[src/rtl/ex_muldiv_unit.sv]
`default_nettype none
// ----------------------------------------------------------------------------
// ex_muldiv_unit: iterative radix-2 RV32M multiply/divide unit (EX stage). Rev 1.0
// Optional: define MULDIV_EARLY_OUT_EN to end MUL* ops once the multiplier is used up.
// ----------------------------------------------------------------------------
module ex_muldiv_unit #(
  parameter int WIDTH = 32,
  parameter int CNT_W = 6
) (
  input  logic             clk_i,
  input  logic             rst_n_i,
  input  logic             valid_i,
  input  logic             flush_i,
  input  logic [2:0]       funct3_i,
  input  logic [WIDTH-1:0] rs1_i,
  input  logic [WIDTH-1:0] rs2_i,
  input  logic [4:0]       rd_addr_i,
  output logic             busy_o,
  output logic             done_o,
  output logic [WIDTH-1:0] result_o,
  output logic [4:0]       rd_addr_o
);

  localparam logic [WIDTH-1:0] INT_MIN   = {1'b1, {(WIDTH-1){1'b0}}};
  localparam logic [CNT_W-1:0] LAST_ITER = CNT_W'(WIDTH-1);

  typedef enum logic [1:0] {
    IDLE = 2'd0,
    CALC = 2'd1,
    DONE = 2'd2
  } state_t;

  state_t               state;
  logic [CNT_W-1:0]     cnt_q;
  logic [2:0]           op_q;
  logic [4:0]           rd_q;
  logic                 neg_q;
  logic [2*WIDTH-1:0]   acc_q;
  logic [2*WIDTH-1:0]   mcand_q;
  logic [WIDTH-1:0]     mplier_q;
  logic [WIDTH-1:0]     rem_q;
  logic [WIDTH-1:0]     quo_q;
  logic [WIDTH-1:0]     dsr_q;

  // Operand decode at accept time
  logic             a_signed;
  logic             b_signed;
  logic             a_neg;
  logic             b_neg;
  logic [WIDTH-1:0] a_mag;
  logic [WIDTH-1:0] b_mag;
  logic             res_neg_in;
  logic             div_by_zero;
  logic             div_ovf;
  logic             fast_path;

  always_comb begin
    a_signed = 1'b0;
    b_signed = 1'b0;
    case (funct3_i)
      3'b000, 3'b001, 3'b100, 3'b110: begin
        a_signed = 1'b1;
        b_signed = 1'b1;
      end
      3'b010:  a_signed = 1'b1;
      default: ;
    endcase
  end

  assign a_neg       = a_signed & rs1_i[WIDTH-1];
  assign b_neg       = b_signed & rs2_i[WIDTH-1];
  assign a_mag       = a_neg ? -rs1_i : rs1_i;
  assign b_mag       = b_neg ? -rs2_i : rs2_i;
  // Remainder takes the dividend's sign; everything else the product of signs.
  assign res_neg_in  = (funct3_i[2] & funct3_i[1]) ? a_neg : (a_neg ^ b_neg);
  assign div_by_zero = (rs2_i == '0);
  assign div_ovf     = ~funct3_i[0] & (rs1_i == INT_MIN) & (rs2_i == '1);
  assign fast_path   = funct3_i[2] & (div_by_zero | div_ovf);

  // Restoring division step
  logic [WIDTH:0] rem_shift;
  logic [WIDTH:0] rem_trial;
  logic           rem_ge;

  assign rem_shift = {rem_q, quo_q[WIDTH-1]};
  assign rem_trial = rem_shift - {1'b0, dsr_q};
  assign rem_ge    = ~rem_trial[WIDTH];

  logic early_exit;
`ifdef MULDIV_EARLY_OUT_EN
  assign early_exit = ~op_q[2] & ~|mplier_q[WIDTH-1:1];
`else
  assign early_exit = 1'b0;
`endif

  // Sign correction and result select
  logic [2*WIDTH-1:0] prod_fix;
  logic [WIDTH-1:0]   quo_fix;
  logic [WIDTH-1:0]   rem_fix;
  logic [WIDTH-1:0]   final_res;

  assign prod_fix = neg_q ? -acc_q : acc_q;
  assign quo_fix  = neg_q ? -quo_q : quo_q;
  assign rem_fix  = neg_q ? -rem_q : rem_q;

  always_comb begin
    final_res = '0;
    if (op_q[2]) begin
      final_res = op_q[1] ? rem_fix : quo_fix;
    end else if (op_q[1:0] == 2'b00) begin
      final_res = prod_fix[WIDTH-1:0];
    end else begin
      final_res = prod_fix[2*WIDTH-1:WIDTH];
    end
  end

  always_ff @(posedge clk_i or negedge rst_n_i) begin
    if (!rst_n_i) begin
      state     <= IDLE;
      busy_o    <= 1'b0;
      done_o    <= 1'b0;
      result_o  <= '0;
      rd_addr_o <= '0;
      cnt_q     <= '0;
      op_q      <= '0;
      rd_q      <= '0;
      neg_q     <= 1'b0;
      acc_q     <= '0;
      mcand_q   <= '0;
      mplier_q  <= '0;
      rem_q     <= '0;
      quo_q     <= '0;
      dsr_q     <= '0;
    end else if (flush_i) begin
      state  <= IDLE;
      busy_o <= 1'b0;
      done_o <= 1'b0;
      cnt_q  <= '0;
    end else begin
      done_o <= 1'b0;
      if (state == DONE) begin
        done_o    <= 1'b1;
        result_o  <= final_res;
        rd_addr_o <= rd_q;
      end
      case (state)
        // The edge leaving DONE may also accept the next op.
        IDLE, DONE: begin
          busy_o <= valid_i | (state == DONE);
          state  <= IDLE;
          if (valid_i) begin
            state    <= fast_path ? DONE : CALC;
            op_q     <= funct3_i;
            rd_q     <= rd_addr_i;
            cnt_q    <= '0;
            neg_q    <= fast_path ? 1'b0 : res_neg_in;
            acc_q    <= '0;
            mcand_q  <= {{WIDTH{1'b0}}, a_mag};
            mplier_q <= b_mag;
            dsr_q    <= b_mag;
            if (fast_path) begin
              rem_q <= div_by_zero ? rs1_i : '0;
              quo_q <= div_by_zero ? '1 : INT_MIN;
            end else begin
              rem_q <= '0;
              quo_q <= a_mag;
            end
          end
        end
        CALC: begin
          busy_o <= 1'b1;
          if (op_q[2]) begin
            rem_q <= rem_ge ? rem_trial[WIDTH-1:0] : rem_shift[WIDTH-1:0];
            quo_q <= {quo_q[WIDTH-2:0], rem_ge};
          end else begin
            acc_q    <= acc_q + (mplier_q[0] ? mcand_q : '0);
            mcand_q  <= {mcand_q[2*WIDTH-2:0], 1'b0};
            mplier_q <= {1'b0, mplier_q[WIDTH-1:1]};
          end
          cnt_q <= cnt_q + CNT_W'(1);
          if (cnt_q == LAST_ITER || early_exit) begin
            cnt_q <= '0;
            state <= DONE;
          end
        end
        default: begin
          state  <= IDLE;
          busy_o <= 1'b0;
        end
      endcase
    end
  end

endmodule
`default_nettype wire
[config.mk]
export PLATFORM = sky130hd
export DESIGN_NAME = ex_muldiv_unit
export DESIGN_NICKNAME = d
export VERILOG_FILES = /design/src/rtl/ex_muldiv_unit.sv
export SDC_FILE = /design/constraint.sdc
export NUM_CORES = 1
export LEC_CHECK = 0
export ABC_AREA = 1
export CAP_MARGIN = 30
export CELL_PAD_IN_SITES_DETAIL_PLACEMENT = 1
export CELL_PAD_IN_SITES_GLOBAL_PLACEMENT = 1
export CORE_MARGIN = 4
export CORE_UTILIZATION = 29
export DETAILED_ROUTE_END_ITERATION = 8
export MAX_ROUTING_LAYER = met4
export PLACE_DENSITY = 0.7
export SYNTH_ARGS = -nofsm -noshare
export SYNTH_HDL_FRONTEND = slang
export SYNTH_SLANG_ARGS = --single-unit
[constraint.sdc]
create_clock -name clk_i -period 2.52 [get_ports clk_i]
set_input_delay 0.504 -clock clk_i [delete_from_list [all_inputs] [get_ports clk_i]]
set_output_delay 0.504 -clock clk_i [all_outputs]
set_load 0.02 [all_outputs]
* Word-level counts from Yosys, hierarchy flattened *
Cells that the tools add are included.

word-level totals
  register bits after elaboration = 312
  input port bits = 76
  output and inout port bits = 39
  word-level logic and storage cells = 109

cells by class
  add/subtract/negate cells = 8
  equal/unequal tests = 14
  multiplexer cells = 46
  bitwise gates (word level) = 12
  reduce and logical (&&, ||, !) cells = 14

operator list
  operator                                       count
  2-to-1 mux 32 bit                              17
  2-to-1 mux 64 bit                              6
  one-hot mux 64 bit (2 select lines)            2
  one-hot mux 32 bit (2 select lines)            3
  negator 32 bit                                 4
  adder 64 bit                                   1
  == test 32 bit, second input constant          2
  negator 64 bit                                 1
  subtractor 33 x 32 -> 33 bit                   1
  zero test 32 bit                               1
  2-to-1 mux 31 bit                              1
  2-to-1 mux 6 bit                               3
  one-hot mux 6 bit (2 select lines)             1
  2-to-1 mux 2 bit                               4
  AND reduction 4 bit                            2
  2-to-1 mux 1 bit                               7
  adder 6 x 1 -> 6 bit, second input constant    1
  AND 1 bit                                      6
  == test 3 bit, second input constant           2
  == test 6 x 5 -> 1 bit, second input constant  1
  != test 2 bit, second input constant           3
  != test 3 bit, second input constant           2
  OR reduction 5 bit                             1
  zero test 2 bit                                2
  other kinds (16)                               20

* Longest topological paths before layout *
  depth after elaboration = 9
  depth in mapped cells = 19

* Worst setup path after synthesis *
OpenSTA, ideal clock, no wires.

  kind = register to register
  start point = register mplier_q[0]
  end point = register acc_q[48]
  setup time = 0.117 ns
  data arrival time = 2.447 ns
  path slack = -0.045 ns
  stages on the path, launching flop included = 17
  path buffers = 1
  clock period less this slack = 2.565 ns
  cells stage by stage = dfrtp_1 -> clkbuf_1 -> nand2_1 -> inv_1 -> ha_1 -> inv_1 -> fa_1 -> inv_1 -> nand2_1 -> o21ai_0 -> a21oi_1 -> o21ai_0 -> nand3_1 -> nand3_1 -> nand2_1 -> nand3_1 -> nand2_1

between the ends
  cells in the longest elaborated chain, start to end = 4

ends and longest elaborated chain
  element                              RTL line  RTL
  start, declared                      40        logic [WIDTH-1:0] mplier_q;
  start signal, assigned               159       mplier_q <= b_mag;
  start signal, assigned               178       mplier_q <= {1'b0, mplier_q[WIDTH-1:1]};
  2-to-1 mux 64 bit                    176       acc_q <= acc_q + (mplier_q[0] ? mcand_q : '0);
  adder 64 bit                         176
  2-to-1 mux 64 bit                    172       if (op_q[2]) begin
  one-hot mux 64 bit (2 select lines)  146       case (state)
  end signal, assigned                 176
  end, declared                        38        logic [2*WIDTH-1:0] acc_q;

No other way between the ends. The select of a mux whose other input is x is not followed.
A chain may end at the register's enable or synchronous reset.

* Worst setup path in the final report *
  start point = register mplier_q[0]
  end point = register acc_q[27]

Same word-level chain as after synthesis.

==> reports/metrics.csv <==
stage;metric;value;unit
final_layout;final core occ;41.2;%
timing;final setup margin;-0.224;ns
cts;CTS Buf Count;41;
cts;Clk pin slew, worst setup/hold paths;0.07;ns
critical_path;max incr delay on CP;0.47;ns
critical_path;CP Capture Type;flop;
global_routing;number of global-route vias before repair;34600;
timing;Final Hold Fails;0;
detailed_routing;Routed WL;144000;um
critical_path;slowest CP cell;dfrtp_2;
job;maxcap violations;0;
logic_synthesis;number of flops mapped to enable cells by yosys;0;
placed_design;Post-DP HPWL;112000;um
placed_design;Cell Area, Placed;34600;um2
logic_synthesis;Cells after Synth;4608;
logic_synthesis;synthesized area;27700;um2
pwr;Lkg Pwr;19.4;nW
final_layout;FILL cells;12200;
detailed_routing;via count of the routed design;34200;
floorplan;DIE AREA;101000;um2
final_layout;final net count;5428;
placed_design;Post-Place Setup Slack;-0.367;ns
logic_synthesis;Avg Inst Size Synth;6.02;um2
floorplan;Die Width;317;um
final_layout;final instance area;39100;um2
cts;clk_lat worst skew;0.61;ns
floorplan;I/O pin count;115;
critical_path;CP Data Required Time;3.00;ns
outcome;failing checks;setup timing;
timing;min cycle time layout;2.74;ns
floorplan;FP Rows;113;
pwr;peak supply drop;0.770;mV
critical_path;largest fanout on the critical path;6;
critical_path;Arr. time, crit path;3.22;ns
logic_synthesis;asr flop ratio synth;100;%
detailed_routing;Detail Route Antenna Nets;0;
timing;FMAX;0.364;GHz
global_routing;largest net degree at the start of global routing;89;
floorplan;Core Box Area;94900;um2
detailed_routing;wire per inst;22.1;um
critical_path;Cell Chain, Critical Path;buf_4 > clkbuf_16 > nand2_1 > inv_2 > ha_4 > a21oi_4 > o21ai_0 > buf_4 > nand2_2 > nand2_1 > a21oi_2 > nand2_4 > or2_2 > nand3_1 > o21ai_1;
cts;Root Driver;clkbuf_16;
cts;clock sink count;312;
min_path;hold crit path type;input pin to async pin;
timing;Setup Viol. Count Final;62;
timing;Pins Over Slew Limit;0;
timing;clk_skew;0.0169;ns
floorplan;Die H;317;um
detailed_routing;Initial DRT Pass Iterations;6;
global_routing;total track usage;27.9;%
logic_synthesis;Synth Net Count;4788;
critical_path;Reg2Reg Depth;15;
global_routing;first-pass GRT wire length;209000;um
global_routing;GRT overflow;0;
timing;period utilization;109;%
logic_synthesis;Netlist cell types;56;
logic_synthesis;sequential area share after synthesis;28.2;%
timing;unrepaired setup endpoints after global routing;yes;
detailed_routing;# DRC;0;
detailed_routing;1st-iter DRT viols;2624;
pwr;power density over the cells;949;nW/um2
cts;CTS H-Tree Depth;2;
logic_synthesis;#FFs+latches synth;312;
timing;Slew Limit Headroom;62.0;%
global_routing;initial antenna violation count;2;
floorplan;Initial Utilization;29.2;%
final_layout;Area growth, synth to finish;41.1;%
cts;clock buffer depth;3;
final_layout;most frequent cells in the layout;1267 x nand2_1, 676 x inv_1, 569 x buf_4;
cts;CTS tree;done;
final_layout;most common cell after layout, fill and taps aside;nand2_1;
logic_synthesis;top_reg_cell synth;dfrtp_1;
placed_design;Buffers on Ports;114;
detailed_routing;post-DR vias/cell;5.23;
logic_synthesis;synth warn;0;
critical_path;startpoint types;flop;
outcome;status;complete, but fails checks;
timing;Slew @ Worst Pin;0.569;ns
placed_design;GP Congestion;0.978;
final_layout;share of post-route cells with drive strength above 1;24.0;%
critical_path;CP Class;flop to flop;
## layout make-up
cell class                 instances  area [um2]  share of cell area, %
multi-input combinational       3432       19200                   49.2
sequential                       312        7820                   20.0
timing repair buffer             737        6400                   16.4
inverter                         724        2730                   6.97
tap                             1265        1580                   4.05
clock buffer                      57        1170                   2.98
clock inverter                    15         193                  0.492
antenna                            1        2.50                0.00640
## final timing paths
kind / startpoint / end / slack (ns)
hold / removal: rst_n_i / result_o[6] / 0.38
setup / recovery: mplier_q[0] / acc_q[27] / -0.22
hold reg to reg: rd_addr_o[1] / rd_addr_o[1] / 0.48
max in group asynchronous: rst_n_i / result_o[11] / 1.27
min in group clk_i: rd_addr_i[3] / rd_q[3] / 0.45
setup reg to reg: mplier_q[0] / acc_q[27] / -0.22
## Yosys cell counts, types with 9 or more instances
cell	n	area share (%)
nand3b_1	17	0.46
xor2_1	55	1.7
nor2_1	545	7.4
buf_1	27	0.37
o21ai_0	284	5.1
inv_1	712	9.6
nand3_1	390	7.0
dfrtp_1	312	28
nor3_1	44	0.79
o21ai_2	24	0.76
a21oi_2	29	0.92
o211ai_1	19	0.51
clkbuf_1	60	0.81
o221ai_1	27	0.85
o21ai_1	12	0.22
buf_2	45	0.81
inv_2	9	0.12
or2_2	10	0.23
o22ai_1	44	0.99
xnor2_1	9	0.28
ha_1	102	4.6
nand4_1	59	1.3
nand2_1	1401	19
a21oi_1	269	4.9
## cells by family (layout without fill, tap and decap cells)
logic type	Yosys count	count (layout)	synth area share [%]
other	0	1	0
AO/OA/AOI/OAI	751	751	15.4
flip-flops	312	312	28.2
AND/OR/NAND/NOR	2513	2513	37.6
adder cells (fa/ha/maj)	104	104	4.75
buffers and inverters	864	1533	12.1
XOR/XNOR	64	64	2.02
## sequential cells by signal, indices dropped and copies added, names as in the netlist, 5 cells and up
| signal | cells |
|---|---|
| mplier_q | 32 |
| rd_q | 5 |
| cnt_q | 6 |
| acc_q | 64 |
| quo_q | 32 |
| mcand_q | 64 |
| dsr_q | 32 |
| result_o | 32 |
| rem_q | 32 |
| rd_addr_o | 5 |
## critical path, delay by kind of cell (launching register included)
| family | cells | cell delay (ns) |
|---|---|---|
| and+or+nand+nor | 6 | 0.70 |
| adders and majority gates | 1 | 0.25 |
| AOI/OAI and AO/OA | 4 | 0.62 |
| buffers and inverters | 4 | 0.57 |
| DFF | 1 | 0.47 |
## report_power, final
group / total, mW / switching, mW / internal (mW)
sequential: 8.21 / 1.84 / 6.37
combinational: 22.8 / 14.1 / 8.66
clock: 6.18 / 2.62 / 3.56
## per-layer routing
metal | share of wire [%] | wire (um) | GRT usage [%]
met5 | 0 | 0 | -
met4 | 5.4 | 7860 | 11.1
met3 | 5.2 | 7450 | 2.76
met2 | 48 | 68600 | 46.6
met1 | 42 | 60500 | 34.8
## stage by stage
step                      power, mW  hold WS [ns]  TNS (ns)  instances
after global routing           39.5         0.407    -13.25       6543
final                          37.1         0.381     -5.07       6543
after CTS                      34.3         0.382    -0.683       6516
after detailed placement       27.4         0.418    -30.66       6434
after floorplan                18.6         0.208         0       4608
after global placement         27.0         0.427    -22.97       6434
## timing repair
item	CTS	global route
buffers inserted	8	19
endpoints found under the hold margin	28	0
setup endpoints to repair	82	107
pin swaps	26	42
resized for setup	249	456
gates cloned	1	7
hold buffers	1	0
(Power assumes the default switching activity.)
